--- src/rtl/miner_job_ctrl_if.sv ---
// Signal bundle between the mining job controller and its host, hashing cores and result sink.
// slave is the controller's view; master is the surrounding system's view.
interface miner_job_ctrl_if #(
  parameter int NUM_CORES = 4,
  parameter int JOB_ID_W  = 4
);
  logic                      job_valid;
  logic                      job_ready;
  logic [255:0]              job_midstate;
  logic [511:0]              job_data;
  logic [31:0]               job_nonce_start;
  logic [31:0]               job_span;
  logic [JOB_ID_W-1:0]       job_id;
  logic                      job_abort;

  logic                      core_load;
  logic [255:0]              core_midstate;
  logic [511:0]              core_data;
  logic [NUM_CORES*32-1:0]   core_nonce_base;
  logic [NUM_CORES-1:0]      core_golden_valid;
  logic [NUM_CORES*32-1:0]   core_golden_nonce;

  logic                      res_valid;
  logic                      res_ready;
  logic [31:0]               res_nonce;
  logic [JOB_ID_W-1:0]       res_job_id;
  logic                      job_done;
  logic                      busy;
  logic                      overflow;

  modport slave (
    input  job_valid, job_midstate, job_data, job_nonce_start, job_span, job_id, job_abort,
           core_golden_valid, core_golden_nonce, res_ready,
    output job_ready, core_load, core_midstate, core_data, core_nonce_base,
           res_valid, res_nonce, res_job_id, job_done, busy, overflow
  );

  modport master (
    output job_valid, job_midstate, job_data, job_nonce_start, job_span, job_id, job_abort,
           core_golden_valid, core_golden_nonce, res_ready,
    input  job_ready, core_load, core_midstate, core_data, core_nonce_base,
           res_valid, res_nonce, res_job_id, job_done, busy, overflow
  );
endinterface

--- src/rtl/miner_job_ctrl.sv ---
// Mining job controller: loads a job into NUM_CORES hashing cores, times the nonce sweep,
// and funnels golden-nonce reports through per-core pending registers into a result FIFO.
module miner_job_ctrl #(
  parameter int NUM_CORES  = 4,
  parameter int FIFO_DEPTH = 8,
  parameter int JOB_ID_W   = 4
) (
  input  logic           clk,
  input  logic           reset,
  miner_job_ctrl_if.slave bus
);
  localparam int          AW         = $clog2(FIFO_DEPTH);
  localparam logic [AW:0] FULL_COUNT = (AW+1)'(FIFO_DEPTH);

  typedef enum logic [1:0] {IDLE, LOAD, RUN, FLUSH} state_t;

  typedef struct packed {
    logic [JOB_ID_W-1:0] id;
    logic [31:0]         nonce;
  } result_t;

  state_t                  state;
  logic [31:0]             span_q;
  logic [31:0]             remaining;
  logic [JOB_ID_W-1:0]     id_q;
  logic                    core_load_q;
  logic                    job_done_q;
  logic [255:0]            midstate_q;
  logic [511:0]            data_q;
  logic [NUM_CORES*32-1:0] base_q;

  logic [NUM_CORES-1:0]    pend_valid;
  logic [31:0]             pend_nonce [NUM_CORES];
  logic                    overflow_q;

  // Result storage: mem holds queued entries, res_q is the presented head.
  // Together they hold at most FIFO_DEPTH results.
  result_t                 mem [FIFO_DEPTH];
  logic [AW-1:0]           wr_ptr;
  logic [AW-1:0]           rd_ptr;
  logic [AW:0]             mem_count;
  logic                    res_valid_q;
  result_t                 res_q;

  logic [NUM_CORES-1:0]    capture;
  logic [NUM_CORES-1:0]    drain_oh;
  logic [NUM_CORES-1:0]    drained;
  logic                    drain_any;
  logic [31:0]             drain_nonce;
  logic [AW:0]             occupancy;
  logic                    fifo_full;
  logic                    pop;
  logic                    push;
  logic                    load_out;

  // NOTE: every always_comb output gets a default first, so no path leaves one unassigned (no latch).
  always_comb begin
    drain_oh    = '0;
    drain_any   = 1'b0;
    drain_nonce = '0;
    for (int i = 0; i < NUM_CORES; i++) begin
      if (pend_valid[i] && !drain_any) begin
        drain_oh[i] = 1'b1;
        drain_any   = 1'b1;
        drain_nonce = pend_nonce[i];
      end
    end
  end

  assign capture   = (state == RUN) ? bus.core_golden_valid : '0;
  assign occupancy = mem_count + {{AW{1'b0}}, res_valid_q};
  assign fifo_full = (occupancy == FULL_COUNT);
  assign pop       = res_valid_q && bus.res_ready;
  assign push      = drain_any && (!fifo_full || pop);
  assign drained   = push ? drain_oh : '0;
  assign load_out  = (mem_count != '0) && (!res_valid_q || pop);

  // NOTE: sequential state uses <= so every register samples pre-edge values on the same edge.
  always_ff @(posedge clk) begin
    if (reset) begin
      state       <= IDLE;
      span_q      <= '0;
      remaining   <= '0;
      id_q        <= '0;
      core_load_q <= 1'b0;
      job_done_q  <= 1'b0;
      midstate_q  <= '0;
      data_q      <= '0;
      base_q      <= '0;
    end else begin
      core_load_q <= 1'b0;
      job_done_q  <= 1'b0;
      case (state)
        IDLE: begin
          if (bus.job_valid) begin
            midstate_q  <= bus.job_midstate;
            data_q      <= bus.job_data;
            span_q      <= bus.job_span;
            id_q        <= bus.job_id;
            for (int i = 0; i < NUM_CORES; i++) begin
              base_q[i*32 +: 32] <= bus.job_nonce_start + bus.job_span * 32'(i);
            end
            core_load_q <= 1'b1;
            state       <= LOAD;
          end
        end
        LOAD: begin
          remaining <= span_q;
          state     <= (span_q == '0) ? FLUSH : RUN;
        end
        RUN: begin
          if (bus.job_abort) begin
            remaining <= '0;
            state     <= FLUSH;
          end else begin
            remaining <= remaining - 32'd1;
            if (remaining == 32'd1) state <= FLUSH;
          end
        end
        FLUSH: begin
          if (pend_valid == '0) begin
            job_done_q <= 1'b1;
            state      <= IDLE;
          end
        end
        default: state <= IDLE;
      endcase
    end
  end

  // A new report beats a same-cycle drain, so the fresher nonce survives in the pending slot.
  always_ff @(posedge clk) begin
    if (reset) begin
      pend_valid <= '0;
      overflow_q <= 1'b0;
      for (int i = 0; i < NUM_CORES; i++) pend_nonce[i] <= '0;
    end else begin
      for (int i = 0; i < NUM_CORES; i++) begin
        if (capture[i]) begin
          pend_valid[i] <= 1'b1;
          pend_nonce[i] <= bus.core_golden_nonce[i*32 +: 32];
          if (pend_valid[i] && !drained[i]) overflow_q <= 1'b1;
        end else if (drained[i]) begin
          pend_valid[i] <= 1'b0;
        end
      end
    end
  end

  // NOTE: storage array has no reset; pointers and mem_count alone define which entries are live.
  always_ff @(posedge clk) begin
    if (push) mem[wr_ptr] <= {id_q, drain_nonce};
  end

  always_ff @(posedge clk) begin
    if (reset) begin
      wr_ptr      <= '0;
      rd_ptr      <= '0;
      mem_count   <= '0;
      res_valid_q <= 1'b0;
      res_q       <= '0;
    end else begin
      if (push) wr_ptr <= wr_ptr + 1'b1;
      if (load_out) begin
        res_q       <= mem[rd_ptr];
        rd_ptr      <= rd_ptr + 1'b1;
        res_valid_q <= 1'b1;
      end else if (pop) begin
        res_valid_q <= 1'b0;
      end
      case ({push, load_out})
        2'b10:   mem_count <= mem_count + 1'b1;
        2'b01:   mem_count <= mem_count - 1'b1;
        default: mem_count <= mem_count;
      endcase
    end
  end

  assign bus.job_ready       = (state == IDLE);
  assign bus.busy            = (state != IDLE);
  assign bus.core_load       = core_load_q;
  assign bus.core_midstate   = midstate_q;
  assign bus.core_data       = data_q;
  assign bus.core_nonce_base = base_q;
  assign bus.res_valid       = res_valid_q;
  assign bus.res_nonce       = res_q.nonce;
  assign bus.res_job_id      = res_q.id;
  assign bus.job_done        = job_done_q;
  assign bus.overflow        = overflow_q;
endmodule

--- src/flat_wrapper.sv ---
// flat-port wrapper written by rule: the top's interface ports become plain ports
module miner_job_ctrl_flat 
#(
  parameter int NUM_CORES  = 4,
  parameter int FIFO_DEPTH = 8,
  parameter int JOB_ID_W   = 4
)
  (clk, reset, bus_job_valid, bus_job_midstate, bus_job_data, bus_job_nonce_start, bus_job_span, bus_job_id, bus_job_abort, bus_core_golden_valid, bus_core_golden_nonce, bus_res_ready, bus_job_ready, bus_core_load, bus_core_midstate, bus_core_data, bus_core_nonce_base, bus_res_valid, bus_res_nonce, bus_res_job_id, bus_job_done, bus_busy, bus_overflow);
  miner_job_ctrl_if #(.NUM_CORES(NUM_CORES), .JOB_ID_W(JOB_ID_W)) bus_i ();
  input  logic clk;
  input  logic reset;
  input wire logic [$bits(bus_i.job_valid)-1:0] bus_job_valid;
  input wire logic [$bits(bus_i.job_midstate)-1:0] bus_job_midstate;
  input wire logic [$bits(bus_i.job_data)-1:0] bus_job_data;
  input wire logic [$bits(bus_i.job_nonce_start)-1:0] bus_job_nonce_start;
  input wire logic [$bits(bus_i.job_span)-1:0] bus_job_span;
  input wire logic [$bits(bus_i.job_id)-1:0] bus_job_id;
  input wire logic [$bits(bus_i.job_abort)-1:0] bus_job_abort;
  input wire logic [$bits(bus_i.core_golden_valid)-1:0] bus_core_golden_valid;
  input wire logic [$bits(bus_i.core_golden_nonce)-1:0] bus_core_golden_nonce;
  input wire logic [$bits(bus_i.res_ready)-1:0] bus_res_ready;
  output wire logic [$bits(bus_i.job_ready)-1:0] bus_job_ready;
  output wire logic [$bits(bus_i.core_load)-1:0] bus_core_load;
  output wire logic [$bits(bus_i.core_midstate)-1:0] bus_core_midstate;
  output wire logic [$bits(bus_i.core_data)-1:0] bus_core_data;
  output wire logic [$bits(bus_i.core_nonce_base)-1:0] bus_core_nonce_base;
  output wire logic [$bits(bus_i.res_valid)-1:0] bus_res_valid;
  output wire logic [$bits(bus_i.res_nonce)-1:0] bus_res_nonce;
  output wire logic [$bits(bus_i.res_job_id)-1:0] bus_res_job_id;
  output wire logic [$bits(bus_i.job_done)-1:0] bus_job_done;
  output wire logic [$bits(bus_i.busy)-1:0] bus_busy;
  output wire logic [$bits(bus_i.overflow)-1:0] bus_overflow;
  assign bus_i.job_valid = bus_job_valid;
  assign bus_i.job_midstate = bus_job_midstate;
  assign bus_i.job_data = bus_job_data;
  assign bus_i.job_nonce_start = bus_job_nonce_start;
  assign bus_i.job_span = bus_job_span;
  assign bus_i.job_id = bus_job_id;
  assign bus_i.job_abort = bus_job_abort;
  assign bus_i.core_golden_valid = bus_core_golden_valid;
  assign bus_i.core_golden_nonce = bus_core_golden_nonce;
  assign bus_i.res_ready = bus_res_ready;
  assign bus_job_ready = bus_i.job_ready;
  assign bus_core_load = bus_i.core_load;
  assign bus_core_midstate = bus_i.core_midstate;
  assign bus_core_data = bus_i.core_data;
  assign bus_core_nonce_base = bus_i.core_nonce_base;
  assign bus_res_valid = bus_i.res_valid;
  assign bus_res_nonce = bus_i.res_nonce;
  assign bus_res_job_id = bus_i.res_job_id;
  assign bus_job_done = bus_i.job_done;
  assign bus_busy = bus_i.busy;
  assign bus_overflow = bus_i.overflow;
  miner_job_ctrl #(.NUM_CORES(NUM_CORES), .FIFO_DEPTH(FIFO_DEPTH), .JOB_ID_W(JOB_ID_W)) u_core (.clk(clk), .reset(reset), .bus(bus_i));
endmodule
--- config.mk ---
export PLATFORM = sky130hd
export DESIGN_NAME = miner_job_ctrl_flat
export DESIGN_NICKNAME = d
export VERILOG_FILES = /design/src/rtl/miner_job_ctrl_if.sv /design/src/rtl/miner_job_ctrl.sv /design/src/flat_wrapper.sv
export SDC_FILE = /design/constraint.sdc
export NUM_CORES = 2
export LEC_CHECK = 0
export CORE_AREA = 4 4 734 736
export CTS_BUF_LIST = sky130_fd_sc_hd__clkbuf_8
export DETAILED_ROUTE_END_ITERATION = 7
export DIE_AREA = 0 0 738 740
export PLACE_DENSITY = 0.3
export SKIP_LAST_GASP = 1
export SYNTH_ARGS = -nofsm -noshare
export SYNTH_HDL_FRONTEND = slang
export SYNTH_SLANG_ARGS = --single-unit
--- constraint.sdc ---
create_clock -name clk -period 10.8 [get_ports clk]
set_input_delay 3.24 -clock clk [delete_from_list [all_inputs] [get_ports clk]]
set_output_delay 3.24 -clock clk [all_outputs]
set_load 0.01 [all_outputs]
==> impl_metrics.csv <==
group,metric,value,unit
status,status,"completed",
sta,skew,0.0864,ns
critical_path,path_class,"in -> reg",
clocking,clk_pin_slew,0.06,ns
sta,min_period,7.14,ns
drt,ant_nets,0,
grt,grt_pass1_vias,55708,
yosys,synth_ff_type,"dfxtp_1",
yosys,synth_cell_types,84,
placed_design,io_buffers,1910,
yosys,ys_async_sr_fraction,0,%
grt,overflow,0,
die,core,532000,µm²
yosys,synth_top_cell_area_share,35.7,%
drt,num_vias,56587,
drt,drc,0,
die,die_h,740,µm
critical_path,worstSetupEndpointType,"register",
yosys,synth-warning-count,0,
clocking,cts.path.max_buffers,4,
sta,setup-violations-final,0,
drt,drtPass1Iterations,7,
clocking,post_cts_buffers,0,
yosys,synth-seq-area-share,57.6,%
sta,maxSlewHeadroom,9.30,%
die,die_x,738,µm
clocking,cts.sinks,1434,
yosys,avgSynthCellArea,9.53,µm²
grt,met3_usage,7.50,%
yosys,netlist_area,57100,µm²
placed_design,routabilityCongestion,0.945,
yosys,synth_edf_count,416,
yosys,synthCells,5991,
sta,fin_crit_sh,66.1,%
yosys,netlist_top_cells_area,"dfxtp_1 (36%), edfxtp_1 (22%), nand2_1 (12%)",
finish,layout-drive-gt1-share,8.17,%
critical_path,cp_data_required_time,11.79,ns
grt,gr-usage-met1,25.4,%
die,start_util,10.7,%
power,peakVddDrop,0.129,mV
clocking,cts_tree,"done",
critical_path,cp.arrival,8.13,ns
finish,finalNetCount,9003,
yosys,ys_ff_latch,1434,
job,maxCapViolCount,0,
critical_path,critPathLaunchType,"input port",
drt,wl_per_cell,35.7,µm
clocking,clkLatencyLatePin,1.07,ns
grt,grt_use_met2,29.5,%
die,dieArea,546000,µm²
finish,n_fill_cell,59417,
yosys,synth_largest_area_cell,"dfxtp_1",
critical_path,path_max_fanout,6,
grt,track_usage,19.1,%
placed_design,dp_hpwl,454,mm
power,p_leak,0.0315,µW
clocking,htree_levels,5,
power,cellPowerDensity,238,nW/µm²
grt,top_usage_layer,"met2",
sta,fmax,140,MHz
finish,area_growth,59.6,%
sta,worstMarginPinSlew,1.36,ns
grt,antenna_found_initial,408,
placed_design,dp_worst_setup_slack,2.61,ns
critical_path,rrSetupSlack,7.10,ns
drt,drtIter0Drc,4450,
finish,area.sequential,32900,µm²
clocking,cts.repair.resized,0,
drt,drt_wl_total,544,mm
sta,hold_violations,0,
clocking,holdBufCountCts,0,
grt,grt_max_degree,169,
grt,grt_pass1_wl,673,mm
clocking,cts_buffers,328,
die,ioPinCount,1911,
sta,layout_setup_ws,3.66,ns
finish,multiInputGateArea,22600,µm²
hold_path,min-delay-path-class,"reg -> reg",
sta,finalMaxSlewViolations,0,
drt,via_per_inst,3.72,
yosys,syn_nets,7102,
clocking,cts_root_buffer,"clkbuf_8",
sta,rsz0062_at_grt,"false",
sta,fin_setup_tns,0,ns
die,rows,268,
Yosys cell counts (4+ instances only):
master	instances
ha_1	104
nand2b_1	15
and2_1	138
nor3b_1	8
o41ai_1	4
a31oi_1	16
dfxtp_1	1018
and4_1	6
buf_2	9
o211ai_1	9
or4_1	5
o21a_1	9
o31ai_1	4
a22o_1	7
or3_1	4
a211oi_1	49
nor3_1	22
nor2_1	184
o21bai_1	19
clkbuf_1	381
a21oi_1	977
nor4_1	18
mux2i_1	41
and3_1	10
mux4_2	72
nand4_1	16
a211o_1	4
nand2_1	1859
o32ai_1	9
a221o_1	33
o221ai_1	12
nor2b_1	14
o22ai_1	10
o21ai_1	6
buf_1	10
xor2_1	36
fa_1	34
inv_1	72
edfxtp_1	416
a22oi_1	52
o21ai_0	102
xnor2_1	56
a21o_1	41
nand3_1	22
cells in the final DEF (no fill, tap or decap), types with 11 or more instances in the layout:
cell type,synthesis,final
o21bai_1,19,19
clkdlybuf4s50_1,0,1909
nor2_1,184,176
mux4_2,72,72
bufinv_16,0,11
mux2i_1,41,41
dfxtp_1,1018,1013
and2_1,138,138
buf_4,2,53
clkinv_2,0,43
buf_12,0,11
inv_1,72,165
xnor2_1,56,56
a22oi_1,52,52
ha_1,104,103
clkinv_1,1,27
nor2b_1,14,12
a211oi_1,49,49
edfxtp_1,416,416
a21oi_1,977,977
a31oi_1,16,16
nand3_1,22,22
o21ai_0,102,102
a21o_1,41,41
nand2_1,1859,1853
fa_1,34,34
nand4_1,16,16
o221ai_1,12,12
nor3_1,22,20
xor2_1,36,36
diode_2,0,55
nand2b_1,15,15
nor4_1,18,18
a221o_1,33,33
clkbuf_8,0,391
power by group:
group | switching [µW] | leakage (µW) | internal, µW | total (µW)
clock network | 3090 | 0.00382 | 3580 | 6670
logic | 4960 | 0.0153 | 2740 | 7710
registers | 773 | 0.0124 | 6520 | 7290
total | 8820 | 0.0315 | 12800 | 21700
stage by stage:
step	instances	utilization (%)	area, µm²	total power, µW	hold slack [ns]
after global placement	14582	15.8	84200	15300	0.444
after CTS	15172	17.1	91000	22300	0.455
after floorplan	5991	-	57100	10300	0.436
final	15227	17.1	91100	21700	0.453
after detailed placement	14582	15.8	84200	15300	0.447
after global routing	15180	17.1	91000	22900	0.468
flip-flops by register name, summed over array words and instances, names as in the netlist, 2 cells and up:
| signal | flops |
|---|---|
| u_core.span_q | 32 |
| u_core.bus.res_job_id | 4 |
| u_core.rd_ptr | 3 |
| u_core.state | 2 |
| u_core.pend_nonce | 128 |
| u_core.bus.res_nonce | 32 |
| u_core.bus.core_midstate | 256 |
| u_core.mem | 288 |
| u_core.mem_count | 4 |
| u_core.bus.core_nonce_base | 126 |
| u_core.bus.core_data | 512 |
| u_core.pend_valid | 4 |
| u_core.remaining | 32 |
| u_core.id_q | 4 |
| u_core.wr_ptr | 3 |
path summary, 6_finish.rpt:
path / to / cells after the start / from
max reg2reg: u_core.bus.core_data[410] / 8 / u_core.state[0]
min: u_core.bus.core_data[501] / 2 / u_core.bus.core_data[501]
max: u_core.bus.core_nonce_base[127] / 14 / bus_job_span[1]
min reg2reg: u_core.bus.core_data[501] / 2 / u_core.bus.core_data[501]
cell families after synthesis:
family          synth area share (%)
simple gates                    16.7
flops                           57.6
compound gates                  14.1
buf+inv                         3.18
fa+ha+maj                       3.47
mux                             3.58
xor+xnor                        1.41
layout make-up:
cell class                      count  share of cell area (%)
Clock buffer                      391                    5.91
Inverter                           73                   0.301
Antenna cell                       55                   0.151
Clock inverter                    199                    1.48
Sequential cell                  1434                    36.1
Multi-Input combinational cell   4081                    24.8
Tap cell                         7020                    9.64
Timing Repair Buffer             1974                    21.7
critical path, stage by stage:
cell and delay (ns):
clkdlybuf4s50_1 0.69, fa_1 0.66, ha_1 0.25, inv_1 0.10
fa_1 0.44, nand2b_1 0.20, a21oi_1 0.32, o2111a_1 0.39
o21bai_1 0.21, o21ba_2 0.31, o41ai_2 0.73, a311oi_1 0.28
xnor2_1 0.19, o21ai_0 0.10
per-layer routing:
layer  part of all wire, %  vias to the layer above
li1                      -                    24490
met3                   9.7                      985
met2                    43                     2806
met4                   2.2                      150
met5                  0.18                        -
met1                    45                    28156
(Power assumes the default switching activity.)
